$ cat config.mk
export PLATFORM = sky130hd
export DESIGN_NAME = pbus_arbiter
export DESIGN_NICKNAME = d
export VERILOG_FILES = /design/src/rtl/pbus_arbiter_pkg.sv /design/src/rtl/pbus_rr_pick.sv /design/src/rtl/pbus_arbiter.sv
export SDC_FILE = /design/constraint.sdc
export NUM_CORES = 1
export LEC_CHECK = 0
export ABC_AREA = 1
export CORE_AREA = 5 5 116 118
export CTS_CLUSTER_DIAMETER = 30
export DETAILED_ROUTE_END_ITERATION = 10
export DIE_AREA = 0 0 121 123
export PLACE_DENSITY = 0.77
export SKIP_LAST_GASP = 1
export SLEW_MARGIN = 10
export SYNTH_ARGS = -nofsm -noshare
export SYNTH_HDL_FRONTEND = slang
export SYNTH_SLANG_ARGS = --single-unit
$ cat constraint.sdc
create_clock -name clk -period 3.12 [get_ports clk]
set_input_delay 0.312 -clock clk [delete_from_list [all_inputs] [get_ports clk]]
set_output_delay 0.312 -clock clk [all_outputs]
set_load 0.01 [all_outputs]
$ cat src/rtl/pbus_arbiter_pkg.sv
// Shared definitions for the peripheral-bus arbiter: bus geometry,
// FSM state encoding and the request field bundle.
package pbus_arbiter_pkg;

  localparam int XLEN        = 32;
  localparam int BUS_WIDTH   = 32;
  localparam int BUS_ACC_CNT = 4;
  localparam int ACC_W       = $clog2(BUS_ACC_CNT);

  typedef enum logic [1:0] {
    ST_IDLE  = 2'd0,
    ST_BUSY  = 2'd1,
    ST_DRAIN = 2'd2
  } pbus_state_e;

  // Everything that must be forwarded to the target with a request.
  typedef struct packed {
    logic [XLEN-1:0]      addr;
    logic                 w_rb;
    logic [ACC_W-1:0]     acc;
    logic [BUS_WIDTH-1:0] wdata;
  } pbus_req_t;

endpackage

$ cat src/rtl/pbus_rr_pick.sv
// Two-way round-robin picker: on a tie the requester that did not own
// the bus most recently wins.
module pbus_rr_pick (
  input  logic [1:0] i_req,
  input  logic       i_last,
  output logic       o_grant,
  output logic       o_valid
);

  // Lone requester wins outright; a tie goes to the one that was not last.
  always_comb begin
    o_valid = |i_req;
    o_grant = (&i_req) ? ~i_last : i_req[1];
  end

endmodule

$ cat src/rtl/pbus_arbiter.sv
// Two-requester arbiter for a single peripheral-bus target. One request
// at a time is granted round-robin, forwarded to the target, and the
// target's response is steered back to the owner. A watchdog converts a
// hung target into a fault response and then drains the late response.
module pbus_arbiter
  import pbus_arbiter_pkg::*;
#(
  parameter int TIMEOUT = 64,
  parameter int CNT_W   = 8
) (
  input  logic                 clk,
  input  logic                 rstn,

  input  logic [XLEN-1:0]      m0_addr,
  input  logic                 m0_w_rb,
  input  logic [ACC_W-1:0]     m0_acc,
  input  logic [BUS_WIDTH-1:0] m0_wdata,
  input  logic                 m0_req,
  output logic [BUS_WIDTH-1:0] m0_rdata,
  output logic                 m0_resp,
  output logic                 m0_fault,

  input  logic [XLEN-1:0]      m1_addr,
  input  logic                 m1_w_rb,
  input  logic [ACC_W-1:0]     m1_acc,
  input  logic [BUS_WIDTH-1:0] m1_wdata,
  input  logic                 m1_req,
  output logic [BUS_WIDTH-1:0] m1_rdata,
  output logic                 m1_resp,
  output logic                 m1_fault,

  output logic [XLEN-1:0]      s_addr,
  output logic                 s_w_rb,
  output logic [ACC_W-1:0]     s_acc,
  output logic [BUS_WIDTH-1:0] s_wdata,
  output logic                 s_req,
  input  logic [BUS_WIDTH-1:0] s_rdata,
  input  logic                 s_resp,
  input  logic                 s_fault,

  output logic                 grant
);

  // Last BUSY count before the watchdog fires; unused when TIMEOUT is 0.
  localparam int               TO_M1   = (TIMEOUT == 0) ? 0 : TIMEOUT - 1;
  localparam logic [CNT_W-1:0] TO_LAST = CNT_W'(TO_M1);
  localparam logic             TO_EN   = (TIMEOUT != 0);

  pbus_state_e          r_state, w_state_nxt;
  logic                 r_last;
  logic                 r_grant;
  logic                 r_sreq;
  logic [CNT_W-1:0]     r_cnt;
  pbus_req_t            r_sfld;

  logic [1:0]           w_req;
  logic                 w_pick;
  logic                 w_pick_vld;
  pbus_req_t            w_m0_fld, w_m1_fld, w_pick_fld;

  logic                 w_take;     // grant issued this cycle
  logic                 w_fin;      // target answered an owned transaction
  logic                 w_to;       // watchdog fires this cycle
  logic                 w_rsp;
  logic [BUS_WIDTH-1:0] w_rsp_data;
  logic                 w_rsp_fault;

  assign w_req    = {m1_req, m0_req};
  assign w_m0_fld = '{addr: m0_addr, w_rb: m0_w_rb, acc: m0_acc, wdata: m0_wdata};
  assign w_m1_fld = '{addr: m1_addr, w_rb: m1_w_rb, acc: m1_acc, wdata: m1_wdata};
  assign w_pick_fld = w_pick ? w_m1_fld : w_m0_fld;

  pbus_rr_pick u_pick (
    .i_req   (w_req),
    .i_last  (r_last),
    .o_grant (w_pick),
    .o_valid (w_pick_vld)
  );

  // State register.
  always_ff @(posedge clk or negedge rstn) begin
    if (!rstn) r_state <= ST_IDLE;
    else       r_state <= w_state_nxt;
  end

  // Next state and event decode. A target response in the watchdog's
  // final cycle wins over the timeout, so it is tested first.
  always_comb begin
    w_state_nxt = r_state;
    w_take      = 1'b0;
    w_fin       = 1'b0;
    w_to        = 1'b0;
    case (r_state)
      ST_IDLE: begin
        if (w_pick_vld) begin
          w_take      = 1'b1;
          w_state_nxt = ST_BUSY;
        end
      end
      ST_BUSY: begin
        if (s_resp) begin
          w_fin       = 1'b1;
          w_state_nxt = ST_IDLE;
        end else if (TO_EN && (r_cnt == TO_LAST)) begin
          w_to        = 1'b1;
          w_state_nxt = ST_DRAIN;
        end
      end
      ST_DRAIN: begin
        // Late response is swallowed; the requester was already answered.
        if (s_resp) w_state_nxt = ST_IDLE;
      end
      default: w_state_nxt = ST_IDLE;
    endcase
  end

  // Response mux: the only combinational path to the requesters. The
  // non-owner always sees zeros, and so does the owner between responses.
  always_comb begin
    w_rsp       = w_fin | w_to;
    w_rsp_data  = w_fin ? s_rdata : '0;
    w_rsp_fault = w_fin ? s_fault : w_to;
    m0_resp     = w_rsp & ~r_grant;
    m1_resp     = w_rsp &  r_grant;
    m0_rdata    = m0_resp ? w_rsp_data : '0;
    m1_rdata    = m1_resp ? w_rsp_data : '0;
    m0_fault    = m0_resp & w_rsp_fault;
    m1_fault    = m1_resp & w_rsp_fault;
  end

  // Ownership tracking; last starts at 1 so m0 wins the first tie.
  always_ff @(posedge clk or negedge rstn) begin
    if (!rstn) begin
      r_last  <= 1'b1;
      r_grant <= 1'b0;
    end else if (w_take) begin
      r_last  <= w_pick;
      r_grant <= w_pick;
    end
  end

  // Target request: held from the grant until the target answers,
  // including through a drain after a timeout.
  always_ff @(posedge clk or negedge rstn) begin
    if (!rstn) r_sreq <= 1'b0;
    else       r_sreq <= (w_state_nxt != ST_IDLE);
  end

  // Forwarded fields are captured once at grant and stay stable.
  always_ff @(posedge clk or negedge rstn) begin
    if (!rstn)       r_sfld <= '0;
    else if (w_take) r_sfld <= w_pick_fld;
  end

  // Watchdog counter: cleared at grant, counts BUSY cycles without a
  // response. The timeout fires before it can wrap.
  always_ff @(posedge clk or negedge rstn) begin
    if (!rstn)                                       r_cnt <= '0;
    else if (w_take)                                 r_cnt <= '0;
    else if (r_state == ST_BUSY && !w_fin && !w_to)  r_cnt <= r_cnt + 1'b1;
  end

  assign s_req   = r_sreq;
  assign s_addr  = r_sfld.addr;
  assign s_w_rb  = r_sfld.w_rb;
  assign s_acc   = r_sfld.acc;
  assign s_wdata = r_sfld.wdata;
  assign grant   = r_grant;

endmodule

==> impl_metrics.ini, run 1 <==
[status]
status = complete, no violations

[clocking]
htreeDepth = 3
hold_buffers = 0
path_clk_slew_ns = 0.06
post-cts-setup-buffer-count = 0
clock-root-buffer = clkbuf_16
cts_tree = done
cts_resized = 0
insertion_delay_ns = 0.34
clock_sinks = 80
clockBufferDepth = 2
cts-buffers-inserted = 9

[timing]
finalMaxSlewViolations = 0
setup_viol = 0
skew_ns = 0.00992
grt_setup_unrepaired = no
tns_ns = 0
fmax_mhz = 397
relSlewSlack_pct = 31.2
min_period_ns = 2.52
worst_pin_slew_ns = 1.03
hold_viol = 0
post-route-period-util_pct = 80.7

[critical_path]
worstSetupPathType = register to output pin
start_kind = register
cp_num_buf_inv = 2
path_common_cell = nand2_1
crit_family = simple AND/OR/NAND/NOR gates
worstPathRequired_ns = 2.81
crit_arrival_ns = 2.21
cp-end-kind = output pin
cp_num_cells = 8
r2r_cells = 6
cp_max_fo = 4
cpPeakStageDelay_ns = 0.55
r2r_slack_ns = 1.31
cp_slowest_cell = clkdlybuf4s50_1
crit_chain = ha_1 -> nand3_2 -> nor2_4 -> nand2_1 -> nand2_1 -> inv_1 -> nor2_1 -> clkdlybuf4s50_1

[power]
p_per_area_mw_per_mm2 = 648
total_leakage_power_uw = 0.00319
peakVddDrop_v = 0.000320

[yosys]
yosys-top-cells-area = dfrtp_1, nor2_1, nand2_1, o21ai_1, o21ai_0
synth_nets = 749
synth_top_area_share_pct = 47.2
syn_area_per_cell_um2 = 7.27
yosys_warnings = 0
synthCells = 576
yosys.cell_types.count = 22
synth_edf_count = 0
synth_top_area_cell = dfrtp_1
synth-seq-cells = 80
synthArstFlopShare_pct = 100
ys.flop_type = dfrtp_1
synth_seq_area_share_pct = 47.9
synth_area_mm2 = 0.00419

[worst_hold_path]
hp-class = primary input to asynchronous set/reset pin

[global_route]
antenna_found_initial = 1
grt_pass1_wl_um = 24400
track_usage_pct = 21.0
grt_pass1_vias = 4621
grt_overflow = 0
grt_max_degree = 81

[routing]
avgRoutedWirePerCell_um = 15.5
viasPerCell = 4.66
totalWireLength_um = 16100
drt_iter0_markers = 213
final_antenna_net_count = 0
drc = 0
first_pass_iters = 4
vias = 4841

[die]
initial_core_util_pct = 33.9
row_count = 41
die_h_um = 123
die-width_um = 121
core-area_mm2 = 0.0124
die_area_mm2 = 0.0149
ios = 309

[placed_design]
placedCellCount = 1024
gp_congestion = 0.810
numPortBuffers = 308
post-dp-hpwl_um = 11900

[finish]
instances_no_fill = 1039
nNetsFinal = 1036
diodes = 0
area_growth_pct = 82.2
drive_above_1_share_pct = 4.04

[flow_run]
max_cap_violations = 0
==> per-layer routing <==
layer | wire, um | global-route usage [%] | up-vias
met5 | 13 | 0 | -
met4 | 244 | 6.23 | 2
met3 | 1730 | 8.42 | 15
met2 | 8110 | 38.0 | 217
met1 | 5980 | 22.5 | 2194
li1 | - | - | 2413
==> synth_stat cells (3+ instances only) <==
master    count
buf_2        19
buf_4         7
clkbuf_1     13
dfrtp_1      79
inv_1        10
inv_2         3
nand2_1     136
nand3_1       7
nor2_1      148
o21ai_0      57
o21ai_1      80
xor2_1        3
==> power breakdown <==
| part | leakage, uW | switching [uW] | internal, uW |
|---|---|---|---|
| Sequential | 0.000981 | 207 | 1420 |
| Clock | 0.000123 | 420 | 529 |
| Combinational | 0.00209 | 1130 | 1220 |
==> sequential cells by signal (all words and copies together) (netlist names) <==
signal and cells:
r_state 2, s_w_rb 1, grant 1, s_req 1
s_acc 2, r_cnt 8, s_addr 32, s_wdata 32
r_last 1
==> area by class of cell <==
| class | count | area (um^2) |
|---|---|---|
| Sequential cell | 80 | 2000 |
| Timing Repair Buffer | 315 | 3160 |
| Multi-Input combinational cell | 443 | 1930 |
| Clock buffer | 9 | 225 |
| Clock inverter | 6 | 37.5 |
| Tap cell | 172 | 215 |
| Fill cell | 1114 | 4740 |
| Inverter | 14 | 52.6 |
==> cells in the final DEF, fill, tap and decap left out, types with 2 or more instances in the layout <==
master	netlist	layout
dfrtp_1	79	79
nor2_1	148	148
nor3_1	2	2
xor2_1	3	3
buf_4	7	6
o21ai_0	57	57
nor2_4	2	2
clkinvlp_4	0	3
inv_2	3	3
clkbuf_16	0	9
o21ai_1	80	80
nand2_2	2	2
nand2_1	136	136
clkdlybuf4s50_1	0	307
clkinv_2	0	3
nand3_1	7	7
nor2_8	2	2
buf_12	0	2
inv_1	10	10
==> final timing paths <==
| path | startpoint | to |
|---|---|---|
| min reg2reg | r_last | r_last |
| max in group asynchronous | rstn | r_cnt[5] |
| min in group clk | r_last | r_last |
| min | rstn | s_addr[23] |
| max reg2reg | r_state[0] | s_wdata[7] |
| max | r_cnt[0] | m0_fault |
==> kinds of logic (layout without fill, tap and decap cells) <==
group	count (synthesis)	in the layout	synth area share (%)
fa+ha+maj	1	1	0.299
buf+inv	53	344	5.95
simple gates	302	302	28.9
compound gates	137	137	16.4
flops	80	80	47.9
xor+xnor	3	3	0.628
==> per-stage QoR <==
step           setup WS (ns)  hold WS, ns  area [um^2]  power [uW]  util [%]
2_1_floorplan           1.59       0.0164         4190        2640         -
3_3_place_gp           0.690        0.453         7360        4020      59.5
3_5_place_dp           0.698        0.456         7360        4030      59.5
4_1_cts                0.557        0.194         7620        5000      61.7
5_1_grt                0.386        0.265         7620        5260      61.7
6_report               0.602        0.149         7620        4940      61.7
No activity file was read; power rests on OpenSTA's default activity.
==> inputs of run 2 (changes only) <==
- CORE_AREA: 5 5 116 118 -> unset
- CORE_MARGIN: unset -> 5
- CORE_UTILIZATION: unset -> 35
- DIE_AREA: 0 0 121 123 -> unset
- PLACE_DENSITY: 0.77 -> 0.78
- clock period: 3.12 -> 2.5 ns (I/O delays scaled with it)
==> run 2 against run 1 <==
Compared with the run above: die area decreased by 4.3%; clock power increased by 40%; highest routed layer is now met4; sequential share of layout area decreased by 0.15 points.
==> impl_metrics.ini, run 2 (synthesized netlist as in run 1, its figures left out) <==
[timing]
worst_pin_slew_ns = 1.08
hold_viol = 0
post-route-period-util_pct = 94.5
fmax_mhz = 423
skew_ns = 0.00495
relSlewSlack_pct = 28.0
finalMaxSlewViolations = 0
setup_viol = 0
min_period_ns = 2.36
grt_setup_unrepaired = no
tns_ns = 0

[routing]
drc = 0
final_antenna_net_count = 0
viasPerCell = 4.99
avgRoutedWirePerCell_um = 16.5
totalWireLength_um = 16800
vias = 5076
met2WireLength_um = 8710
drt_iter0_markers = 212
wl_met1_um = 6110
route.met3.wl_um = 1530
highest-signal-layer = met4
first_pass_iters = 5

[power]
total_leakage_power_uw = 0.00325
p_per_area_mw_per_mm2 = 833
power.total_uw = 6390
peakVddDrop_v = 0.000462

[clocking]
clock_sinks = 80
path_clk_slew_ns = 0.06
insertion_delay_ns = 0.33
clockBufferDepth = 2
cts-buffers-inserted = 9
clock-root-buffer = clkbuf_16
hold_buffers = 0
cts_tree = done
htreeDepth = 3

[critical_path]
cp_slowest_cell = dfrtp_1
cp-end-kind = output pin
crit_chain = clkinv_1 -> buf_4 -> nor2_1 -> clkdlybuf4s50_1
cp_max_fo = 35
r2r_slack_ns = 0.72
crit_arrival_ns = 2.11
r2r-start = r_last
reg2reg_to = s_wdata[31]
start_kind = register
worstSetupPathType = register to output pin
cpPeakStageDelay_ns = 0.61
worstPathRequired_ns = 2.25
r2r_cells = 5

[placed_design]
post-dp-hpwl_um = 12900
gp_congestion = 0.866
numPortBuffers = 308
placedCellCount = 1001

[flow_run]
max_cap_violations = 0

[global_route]
grt_overflow = 0
track_usage_pct = 22.6
antenna_found_initial = 0
grt_pass1_vias = 5055
grt_pass1_wl_um = 26100
grt_max_degree = 81

[die]
row_count = 40
ios = 309
die-width_um = 119
core-area_mm2 = 0.0119
initial_core_util_pct = 35.3
die_h_um = 119
die_area_mm2 = 0.0142

[status]
status = complete, no violations

[finish]
nFillCells = 1010
layout_common_cells = clkdlybuf4s50_1, nor2_1, nand2_1
area_growth_pct = 83.2
instances_no_fill = 1018
final_common_cell = clkdlybuf4s50_1
diodes = 0
drive_above_1_share_pct = 4.13
nNetsFinal = 1039

[worst_hold_path]
hp-class = primary input to asynchronous set/reset pin
[run 2: cell count changes in the layout (fill, tap and decap cells not counted), sizes merged]
cell           change
buf                +3
bufinv             +1
clkbuf             +5
clkdlybuf4s50      -2
clkinv             -3
clkinvlp           -2
dlygate4sd2        +1
dlymetal6s2s       +1
[run 2: worst max-delay path by stage]
stage	cells past startpoint	end	startpoint	slack (ns)
after floorplan	7	m0_fault	r_cnt[0]	1.04
after global placement	7	m1_rdata[0]	s_resp	0.33
after detailed placement	9	m1_fault	s_resp	0.25
after CTS	8	m0_fault	r_cnt[0]	0.04
after global routing	4	m1_rdata[0]	grant	0.03
final	4	m1_rdata[0]	grant	0.14
[run 2: area by class of cell]
type	instances	area, um^2	area share [%]
Timing Repair Buffer	318	3190	41.7
Sequential cell	80	2000	26.1
Multi-Input combinational cell	443	1930	25.2
Clock buffer	14	264	3.44
Tap cell	147	184	2.40
Inverter	14	52.6	0.685
Clock inverter	2	37.5	0.489
[run 2: per-stage QoR]
step	util (%)	instance area, um^2	hold WS [ns]	worst slack, ns
after floorplan	-	4190	-0.0456	1.04
final	64.7	7670	0.0756	0.138
after detailed placement	62.0	7360	0.462	0.250
after global routing	64.7	7670	0.169	0.0262
after global placement	62.0	7360	0.457	0.326
after CTS	64.6	7660	0.131	0.0389
[run 2: timing repair]
| action | 4_1_cts | 5_1_grt |
|---|---|---|
| pin swaps | 0 | 1 |
| buffers inserted | 0 | 1 |
| resized for setup | 1 | 1 |
| endpoints found under the setup margin | 1 | 1 |
[run 2: critical path: cells and delay by family (launching register included)]
kind	cells	cell delay, ns
flops	1	0.61
buf+inv	3	0.95
simple gates	1	0.22
[run 2: where the power goes]
group | switching [uW] | leakage, uW | total [uW] | internal (uW)
Combinational | 1430 | 0.00213 | 2980 | 1550
Sequential | 300 | 0.000981 | 2080 | 1780
Clock | 504 | 0.000143 | 1330 | 830
Total | 2230 | 0.00325 | 6390 | 4150
[run 2: layer usage]
| layer | up-vias | GRT usage, % |
|---|---|---|
| li1 | 2422 | - |
| met1 | 2368 | 24.2 |
| met2 | 254 | 41.4 |
| met3 | 32 | 7.60 |
| met4 | 0 | 8.09 |
| met5 | - | 0 |
